===== config.mk =====
export PLATFORM = sky130hd
export DESIGN_NAME = adder_arbiter
export DESIGN_NICKNAME = d
export VERILOG_FILES = /design/src/rtl/adder_arbiter.sv
export SDC_FILE = /design/constraint.sdc
export NUM_CORES = 1
export LEC_CHECK = 0
export CAP_MARGIN = 20
export CORE_MARGIN = 2
export CORE_UTILIZATION = 35
export DETAILED_ROUTE_END_ITERATION = 10
export GPL_TIMING_DRIVEN = 0
export PLACE_DENSITY = 0.7
export SYNTH_ARGS = -nofsm -noshare
export SYNTH_HDL_FRONTEND = slang
export SYNTH_HIERARCHICAL = 1
export SYNTH_SLANG_ARGS = --single-unit

===== constraint.sdc =====
create_clock -name clk -period 2.8 [get_ports clk]
set_input_delay 0.42 -clock clk [delete_from_list [all_inputs] [get_ports clk]]
set_output_delay 0.42 -clock clk [all_outputs]
set_load 0.02 [all_outputs]

===== src/rtl/adder_arbiter.sv =====
// adder_arbiter: two-requester arbiter and sequencer in front of one shared
// 4-bit ripple-carry adder. The winner's operands are captured into opa/opb.
// The adder then runs from those registers, and the sum and carry are
// returned with a one-cycle done pulse to the winner.
//
// Build option: define ADDER_ARBITER_FIXED_PRIO_EN for fixed priority.
// In that mode requester 0 always wins a tie and requester 1 can starve.
// When it is undefined (the default), ties alternate round-robin on the
// most recent winner.

// Plain 4-bit ripple-carry adder; the sum wraps modulo 16 and no carry port is
// exposed, so the carry is recovered by the caller from the operands.
module adder_ripple (
  input  logic [3:0] a,
  input  logic [3:0] b,
  output logic [3:0] s
);

  // c[i] is the carry into bit i; the carry out of bit 3 is not needed here
  logic [3:0] c;

  assign c[0] = 1'b0;

  for (genvar i = 0; i < 4; i++) begin : g_bit
    assign s[i] = a[i] ^ b[i] ^ c[i];
    if (i < 3) begin : g_carry
      assign c[i+1] = (a[i] & b[i]) | (c[i] & (a[i] ^ b[i]));
    end
  end

endmodule

module adder_arbiter (
  input  logic       clk,
  input  logic       rst,
  input  logic       req0,
  input  logic [3:0] a0,
  input  logic [3:0] b0,
  input  logic       req1,
  input  logic [3:0] a1,
  input  logic [3:0] b1,
  output logic       done0,
  output logic       done1,
  output logic [3:0] res,
  output logic       cout,
  output logic       busy,
  output logic       gnt
);

  typedef enum logic [1:0] {
    IDLE = 2'd0,
    CALC = 2'd1,
    RESP = 2'd2
  } state_t;

  state_t     state_q;
  logic [3:0] opa_q;
  logic [3:0] opb_q;
  logic [3:0] res_q;
  logic       cout_q;
  logic       done0_q;
  logic       done1_q;
  logic       busy_q;
  logic       gnt_q;
  logic       last_q;

  logic [3:0] q;
  logic       any_req;
  logic       win_d;
  logic [3:0] wa_d;
  logic [3:0] wb_d;

  // Unsigned 4-bit add overflowed exactly when the wrapped sum is below an operand
  function automatic logic carry_out(input logic [3:0] sum, input logic [3:0] op);
    return (sum < op);
  endfunction

  // Shared adder, always fed from the registered operands
  adder_ripple u_adder (opa_q, opb_q, q);

  // Pick the winner among the current requests and steer its operands
  always_comb begin
    any_req = req0 | req1;
`ifdef ADDER_ARBITER_FIXED_PRIO_EN
    // Requester 0 takes every tie; history is not consulted
    win_d = ~req0;
`else
    // On a tie the requester that did not win last time goes next
    if (req0 && req1) begin
      win_d = ~last_q;
    end else begin
      win_d = ~req0;
    end
`endif
    wa_d = win_d ? a1 : a0;
    wb_d = win_d ? b1 : b0;
  end

  // Sequencer: IDLE grants, CALC captures the sum, RESP retires the done pulse
  always_ff @(posedge clk or posedge rst) begin
    if (rst) begin
      state_q <= IDLE;
      opa_q   <= 4'd0;
      opb_q   <= 4'd0;
      res_q   <= 4'd0;
      cout_q  <= 1'b0;
      done0_q <= 1'b0;
      done1_q <= 1'b0;
      busy_q  <= 1'b0;
      gnt_q   <= 1'b0;
      last_q  <= 1'b1;
    end else begin
      case (state_q)
        IDLE: begin
          if (any_req) begin
            opa_q   <= wa_d;
            opb_q   <= wb_d;
            gnt_q   <= win_d;
            last_q  <= win_d;
            busy_q  <= 1'b1;
            state_q <= CALC;
          end
        end
        CALC: begin
          res_q   <= q;
          cout_q  <= carry_out(q, opa_q);
          done0_q <= ~gnt_q;
          done1_q <= gnt_q;
          state_q <= RESP;
        end
        RESP: begin
          // Requests are deliberately ignored here; a held req re-arbitrates in IDLE
          done0_q <= 1'b0;
          done1_q <= 1'b0;
          busy_q  <= 1'b0;
          state_q <= IDLE;
        end
        default: begin
          done0_q <= 1'b0;
          done1_q <= 1'b0;
          busy_q  <= 1'b0;
          state_q <= IDLE;
        end
      endcase
    end
  end

  assign done0 = done0_q;
  assign done1 = done1_q;
  assign res   = res_q;
  assign cout  = cout_q;
  assign busy  = busy_q;
  assign gnt   = gnt_q;

endmodule


==> flow_metrics.env, run 1 <==
export IMPL_globalRoute_totalOverflow=0
export IMPL_clock_latency_ns=0.30
export IMPL_vias=781
export IMPL_synth_compound_area_share_pct=17.1
export IMPL_htreeDepth=1
export IMPL_antenna_left=0
export IMPL_total_leakage_power_nw=0.597
export IMPL_hold_path_cell_count=2
export IMPL_pwr_share_comb_pct=55.0
export IMPL_yosys_area_share_simple_pct=10.3
export IMPL_period_minus_slack_ns=2.35
export IMPL_gp_congestion=0.782
export IMPL_wl_met1_um=786
export IMPL_p_sw_share_pct=37.9
export IMPL_finalPower_mw=1.60
export IMPL_min_from="cout"
export IMPL_netlist_area_leader_share_pct=46.5
export IMPL_fillCellCount=275
export IMPL_fin_skew_ns=0.00232
export IMPL_hp_class="register to register"
export IMPL_synth_seq_cells=20
export IMPL_synth_top_family_by_area="compound AO/OA/AOI/OAI gates"
export IMPL_p_clk_share_pct=10.2
export IMPL_multi_input_area_sq_um=459
export IMPL_synth_seq_area_share_pct=49.1
export IMPL_met2_length_um=897
export IMPL_synth_area_leaders="dfrtp_1 (47%), a31oi_1 (4.9%), ha_1 (4.9%), o21ai_0 (4.9%), a21oi_1 (4.4%)"
export IMPL_slew_headroom_pct=52.5
export IMPL_grt_use_total_pct=13.2
export IMPL_final_common_cell="clkdlybuf4s50_1"
export IMPL_final_util_pct=50.0
export IMPL_first_global_vias=796
export IMPL_cts_clk_slew_worst_paths_ns=0.10
export IMPL_grt_pass1_wl_mm=3.45
export IMPL_die_area_sq_um=3370
export IMPL_grt_max_degree=21
export IMPL_wl_per_cell_um=11.6
export IMPL_synth_edff_count=0
export IMPL_rr_startpoint="opa_q[0]"
export IMPL_rows=19
export IMPL_dr_pass1_iters=4
export IMPL_drt_iter0_drc=6
export IMPL_drv_max_cap_violation_count=0
export IMPL_regArea_sq_um=502
export IMPL_cts_resized=0
export IMPL_netSwitchingPower_mw=0.606
export IMPL_yosys_area_top_type="dfrtp_1"
export IMPL_synthCells=96
export IMPL_rsz0062_at_grt="no"
export IMPL_ctsHoldBuffers=0
export IMPL_antenna_cells_inserted=0
export IMPL_seqPwrFrac_pct=34.8
export IMPL_fin_crit_sh_pct=84.1
export IMPL_muxShareOfSynthArea_pct=6.36
export IMPL_path_max_fanout=3
export IMPL_fin_tns_setup_ns=0
export IMPL_status="complete, no violations"
export IMPL_postSynthAreaPerCell_sq_um=10.6
export IMPL_worstMarginPinSlew_ns=0.711
export IMPL_area_growth_pct=34.8
export IMPL_crit_arrival_ns=2.55
export IMPL_critPathRequiredTime_ns=2.99
export IMPL_io_buffers=28
export IMPL_finalHoldViolations=0
export IMPL_pin_count=29
export IMPL_synth_ff_type="dfrtp_1"
export IMPL_p_int_mw=0.992
export IMPL_vdd_drop_max_v=0.000573
export IMPL_drive_gt1_share_pct=10.9
export IMPL_top_layer="met4"
export IMPL_yosys_warnings=6
export IMPL_dr_wl_met3_um=128
export IMPL_placed_cell_area_sq_um=1340
export IMPL_synth_xor_area_share_pct=2.33
export IMPL_syn_area_sq_um=1020
export IMPL_rr_worst_depth=8
export IMPL_synthAdderAreaFrac_pct=8.81
export IMPL_routed_wl_mm=1.85
export IMPL_avgViaCountPerCell=4.91
export IMPL_synth_nets=122
export IMPL_cp_startpoint="opa_q[0]"
export IMPL_cts_tree="built"
export IMPL_cts_sinks=20
export IMPL_max_freq_ghz=0.425
export IMPL_nets=155
export IMPL_async_flop_share_pct=100
export IMPL_post_cts_buffers=0
export IMPL_crit_type="register to register"
export IMPL_crit_path_start_kind="register"
export IMPL_max_clock_path_buffers=2
export IMPL_die_w_um=58.0
export IMPL_synth_distinct_cells=28
export IMPL_coreArea_sq_um=2760
export IMPL_hpwl_mm=1.56
export IMPL_chipHeight_um=58.0
export IMPL_stdcell_area_sq_um=1380
export IMPL_drcViolationCount=0
export IMPL_start_util_pct=37.1
export IMPL_antenna_found_initial=0
export IMPL_critPathCaptureType="register"
export IMPL_power_density_nw_per_um2=1160
export IMPL_holdWs_ns=0.487
export IMPL_slew_viol_final=0
export IMPL_setup_viol=0
export IMPL_final_cell_mix="clkdlybuf4s50_1 (28), dfrtp_1 (19), o21ai_0 (10)"
export IMPL_cts_root_buf="clkbuf_4"
export IMPL_cts_buffers=3
[stage by stage]
stage	std cells	setup slack (ns)
detailed placement	155	0.453
global route	159	0.272
floorplan	96	0.594
CTS	159	0.414
global placement	155	0.476
finish	159	0.446
[synth_stat cells, types with 2 or more instances]
cell type / count
nor2_1: 2
dfrtp_1: 19
clkbuf_1: 2
inv_1: 8
a31oi_1: 8
a21oi_1: 9
mux2_2: 4
nand3_1: 9
o21ai_0: 10
fa_1: 2
o21a_1: 2
mux2i_1: 2
ha_1: 4
[sequential cells by signal (all words and copies together) (netlist names)]
name,flops
gnt,1
state_q,2
last_q,1
done0,1
opa_q,4
res,4
done1,1
busy,1
cout,1
opb_q,4
[worst max-delay path, cell delays in order (launching register included)]
cell and delay (ns):
dfrtp_1 0.41, ha_1 0.21, fa_1 0.38, fa_1 0.39
xor3_1 0.23, ha_1 0.31, o211ai_1 0.07, o21ai_0 0.15
o21ai_0 0.08
[cells by family after synthesis]
group | Yosys count
adders and majority gates | 6
muxes | 6
buffers and inverters | 13
DFF | 20
and+or+nand+nor | 19
AOI/OAI and AO/OA | 31
xor gates and xnor gates | 1
[final cells by class]
type	instances	share of cell area (%)
multi-input combinational	63	33.3
sequential	20	36.4
clock buffer	4	2.63
timing repair buffer	28	20.3
tap	31	2.82
buffer	5	2.27
inverter	8	2.18
[layer usage]
| layer | up-vias | global-route usage [%] |
|---|---|---|
| met5 | - | 0 |
| met4 | 0 | 5.98 |
| met3 | 3 | 2.23 |
| met2 | 27 | 23.1 |
| met1 | 348 | 15.9 |
| li1 | 403 | - |
[worst paths after layout]
check	endpoint	slack [ns]
setup / recovery	cout	0.45
setup reg to reg	cout	0.45
hold / removal	cout	0.49
min in group asynchronous	res[1]	0.53
hold reg to reg	cout	0.49
max in group asynchronous	state_q[1]	1.82
[power by group through the flow]
stage                     clock network [mW]  registers, mW  logic, mW
after floorplan                            0          0.616      0.563
after global placement                     0          0.556      0.882
after detailed placement                   0          0.564      0.896
after CTS                              0.170          0.561      0.900
after global routing                   0.184          0.585       1.01
final                                  0.162          0.556      0.879
No activity file was read; power rests on OpenSTA's default activity.
==> run 2, diff against run 1 <==
--- a/config.mk
+++ b/config.mk
@@ -10,7 +10,7 @@
 export CORE_UTILIZATION = 35
 export DETAILED_ROUTE_END_ITERATION = 10
 export GPL_TIMING_DRIVEN = 0
-export PLACE_DENSITY = 0.7
+export PLACE_DENSITY = 0.72
 export SYNTH_ARGS = -nofsm -noshare
 export SYNTH_HDL_FRONTEND = slang
 export SYNTH_HIERARCHICAL = 1
==> constraint.sdc (replaced) <==
create_clock -name clk -period 2 [get_ports clk]
set_input_delay 0.3 -clock clk [delete_from_list [all_inputs] [get_ports clk]]
set_output_delay 0.3 -clock clk [all_outputs]
set_load 0.02 [all_outputs]
==> flow_metrics.env, run 2 (synthesis results as in run 1) <==
export IMPL_start_util_pct=37.1
export IMPL_rows=19
export IMPL_max_clock_path_buffers=2
export IMPL_crit_buf_inv=0
export IMPL_vias=813
export IMPL_fillCellCount=253
export IMPL_htreeDepth=1
export IMPL_pwr_share_comb_pct=59.6
export IMPL_drv_max_cap_violation_count=0
export IMPL_die_w_um=58.0
export IMPL_cts_root_buf="clkbuf_4"
export IMPL_dp_slack_ns=-0.200
export IMPL_final_util_pct=51.6
export IMPL_coreArea_sq_um=2760
export IMPL_fin_tns_setup_ns=-0.217
export IMPL_nets=158
export IMPL_critPathCaptureType="register"
export IMPL_period_minus_slack_ns=2.20
export IMPL_cts_sinks=20
export IMPL_slew_viol_final=0
export IMPL_wl_per_cell_um=11.5
export IMPL_fin_ws_ns=-0.197
export IMPL_wl_met1_um=799
export IMPL_rsz0062_at_grt="yes"
export IMPL_dr_pass1_iters=4
export IMPL_pin_count=29
export IMPL_hp_class="input port to asynchronous set/reset pin"
export IMPL_slowest_stage="dfrtp_1"
export IMPL_io_buffers=28
export IMPL_crit_type="register to register"
export IMPL_hpwl_mm=1.48
export IMPL_clock_latency_ns=0.30
export IMPL_cts_clk_slew_worst_paths_ns=0.11
export IMPL_final_common_cell="clkdlybuf4s50_1"
export IMPL_first_global_vias=793
export IMPL_grt_max_degree=21
export IMPL_drt_iter0_drc=3
export IMPL_p_clk_share_pct=9.3
export IMPL_routed_wl_mm=1.87
export IMPL_chipHeight_um=58.0
export IMPL_fin_skew_ns=0.00140
export IMPL_crit_path_start_kind="register"
export IMPL_avgViaCountPerCell=5.02
export IMPL_stdcell_area_sq_um=1420
export IMPL_status="complete, but fails checks"
export IMPL_ff2ff_setup_slack_ns=-0.20
export IMPL_crit_family="adder cells"
export IMPL_violations="setup timing"
export IMPL_worst_path_stages=8
export IMPL_p_sw_share_pct=37.8
export IMPL_path_max_fanout=2
export IMPL_worstMarginPinSlew_ns=0.713
export IMPL_setup_viol=2
export IMPL_final_cell_mix="clkdlybuf4s50_1 (28), dfrtp_1 (19), nand3_1 (9)"
export IMPL_critPathRequiredTime_ns=2.20
export IMPL_antenna_cells_inserted=0
export IMPL_placed_cell_area_sq_um=1350
export IMPL_holdWs_ns=0.408
export IMPL_seqPwrFrac_pct=31.1
export IMPL_rr_startpoint="opb_q[0]"
export IMPL_cts_buffers=3
export IMPL_antenna_found_initial=0
export IMPL_p_int_mw=1.55
export IMPL_total_leakage_power_nw=0.609
export IMPL_power_density_nw_per_um2=1750
export IMPL_netSwitchingPower_mw=0.940
export IMPL_critical_path_max_stage_delay_ns=0.40
export IMPL_dr_wl_met3_um=114
export IMPL_drive_gt1_share_pct=16.8
export IMPL_gp_congestion=0.723
export IMPL_die_area_sq_um=3370
export IMPL_met2_length_um=917
export IMPL_crit_arrival_ns=2.39
export IMPL_finalPower_mw=2.49
export IMPL_grt_use_total_pct=12.8
export IMPL_crit_end="cout"
export IMPL_area_growth_pct=39.3
export IMPL_final_cells=162
export IMPL_grt_pass1_wl_mm=3.28
export IMPL_fin_crit_sh_pct=110
export IMPL_vdd_drop_max_v=0.00115
export IMPL_top_layer="met4"
export IMPL_rr_worst_depth=8
export IMPL_cp_startpoint="opb_q[0]"
export IMPL_slew_headroom_pct=52.4
export IMPL_max_freq_ghz=0.455
export IMPL_antenna_left=0
export IMPL_post_place_cells=155
export IMPL_path_cells="ha_2 > fa_2 > fa_2 > xor3_1 > ha_4 > o211ai_1 > o21ai_1 > o21ai_1"
export IMPL_r2r_end="cout"
export IMPL_finalHoldViolations=0
export IMPL_globalRoute_totalOverflow=0
export IMPL_cts_tree="built"
export IMPL_drcViolationCount=0
[run 2: cell types whose count changed in the layout (fill, tap and decap cells not counted), sizes merged]
cell	before	now
buf	3	6
[run 2: layout make-up]
type                       instances  area, sq um  area share (%)
tap                               31         38.8            2.72
sequential                        20          502            35.2
timing repair buffer              31          303            21.3
multi-input combinational         63          483            33.9
buffer                             5         31.3            2.20
inverter                           8         30.0            2.11
clock buffer                       4         36.3            2.55
[run 2: how the worst min path moves through the flow]
stage | start | end | depth (start not counted)
4_1_cts | rst | done0 | 2
6_report | rst | cout | 2
2_1_floorplan | rst | busy | 1
3_5_place_dp | busy | busy | 1
3_3_place_gp | busy | busy | 1
5_1_grt | rst | state_q[1] | 2
[run 2: timing repair]
| action | CTS | global route |
|---|---|---|
| pin swaps | 1 | 0 |
| gates resized for setup | 2 | 0 |
| endpoints found under the setup margin | 1 | 2 |
| buffers inserted | 3 | 0 |
| hold buffers | 0 | 0 |
[run 2: routing by layer]
metal,GRT usage [%],up-vias
met2,23.5,24
met1,13.6,375
li1,-,410
met5,0,-
met4,6.98,0
met3,2.46,4
[run 2: power groups by stage]
stage	combinational (mW)	sequential (mW)	clock (mW)
after CTS	1.46	0.777	0.238
after floorplan	0.815	0.867	0
after global routing	1.68	0.808	0.252
after detailed placement	1.29	0.785	0
after global placement	1.26	0.780	0
final	1.48	0.773	0.232
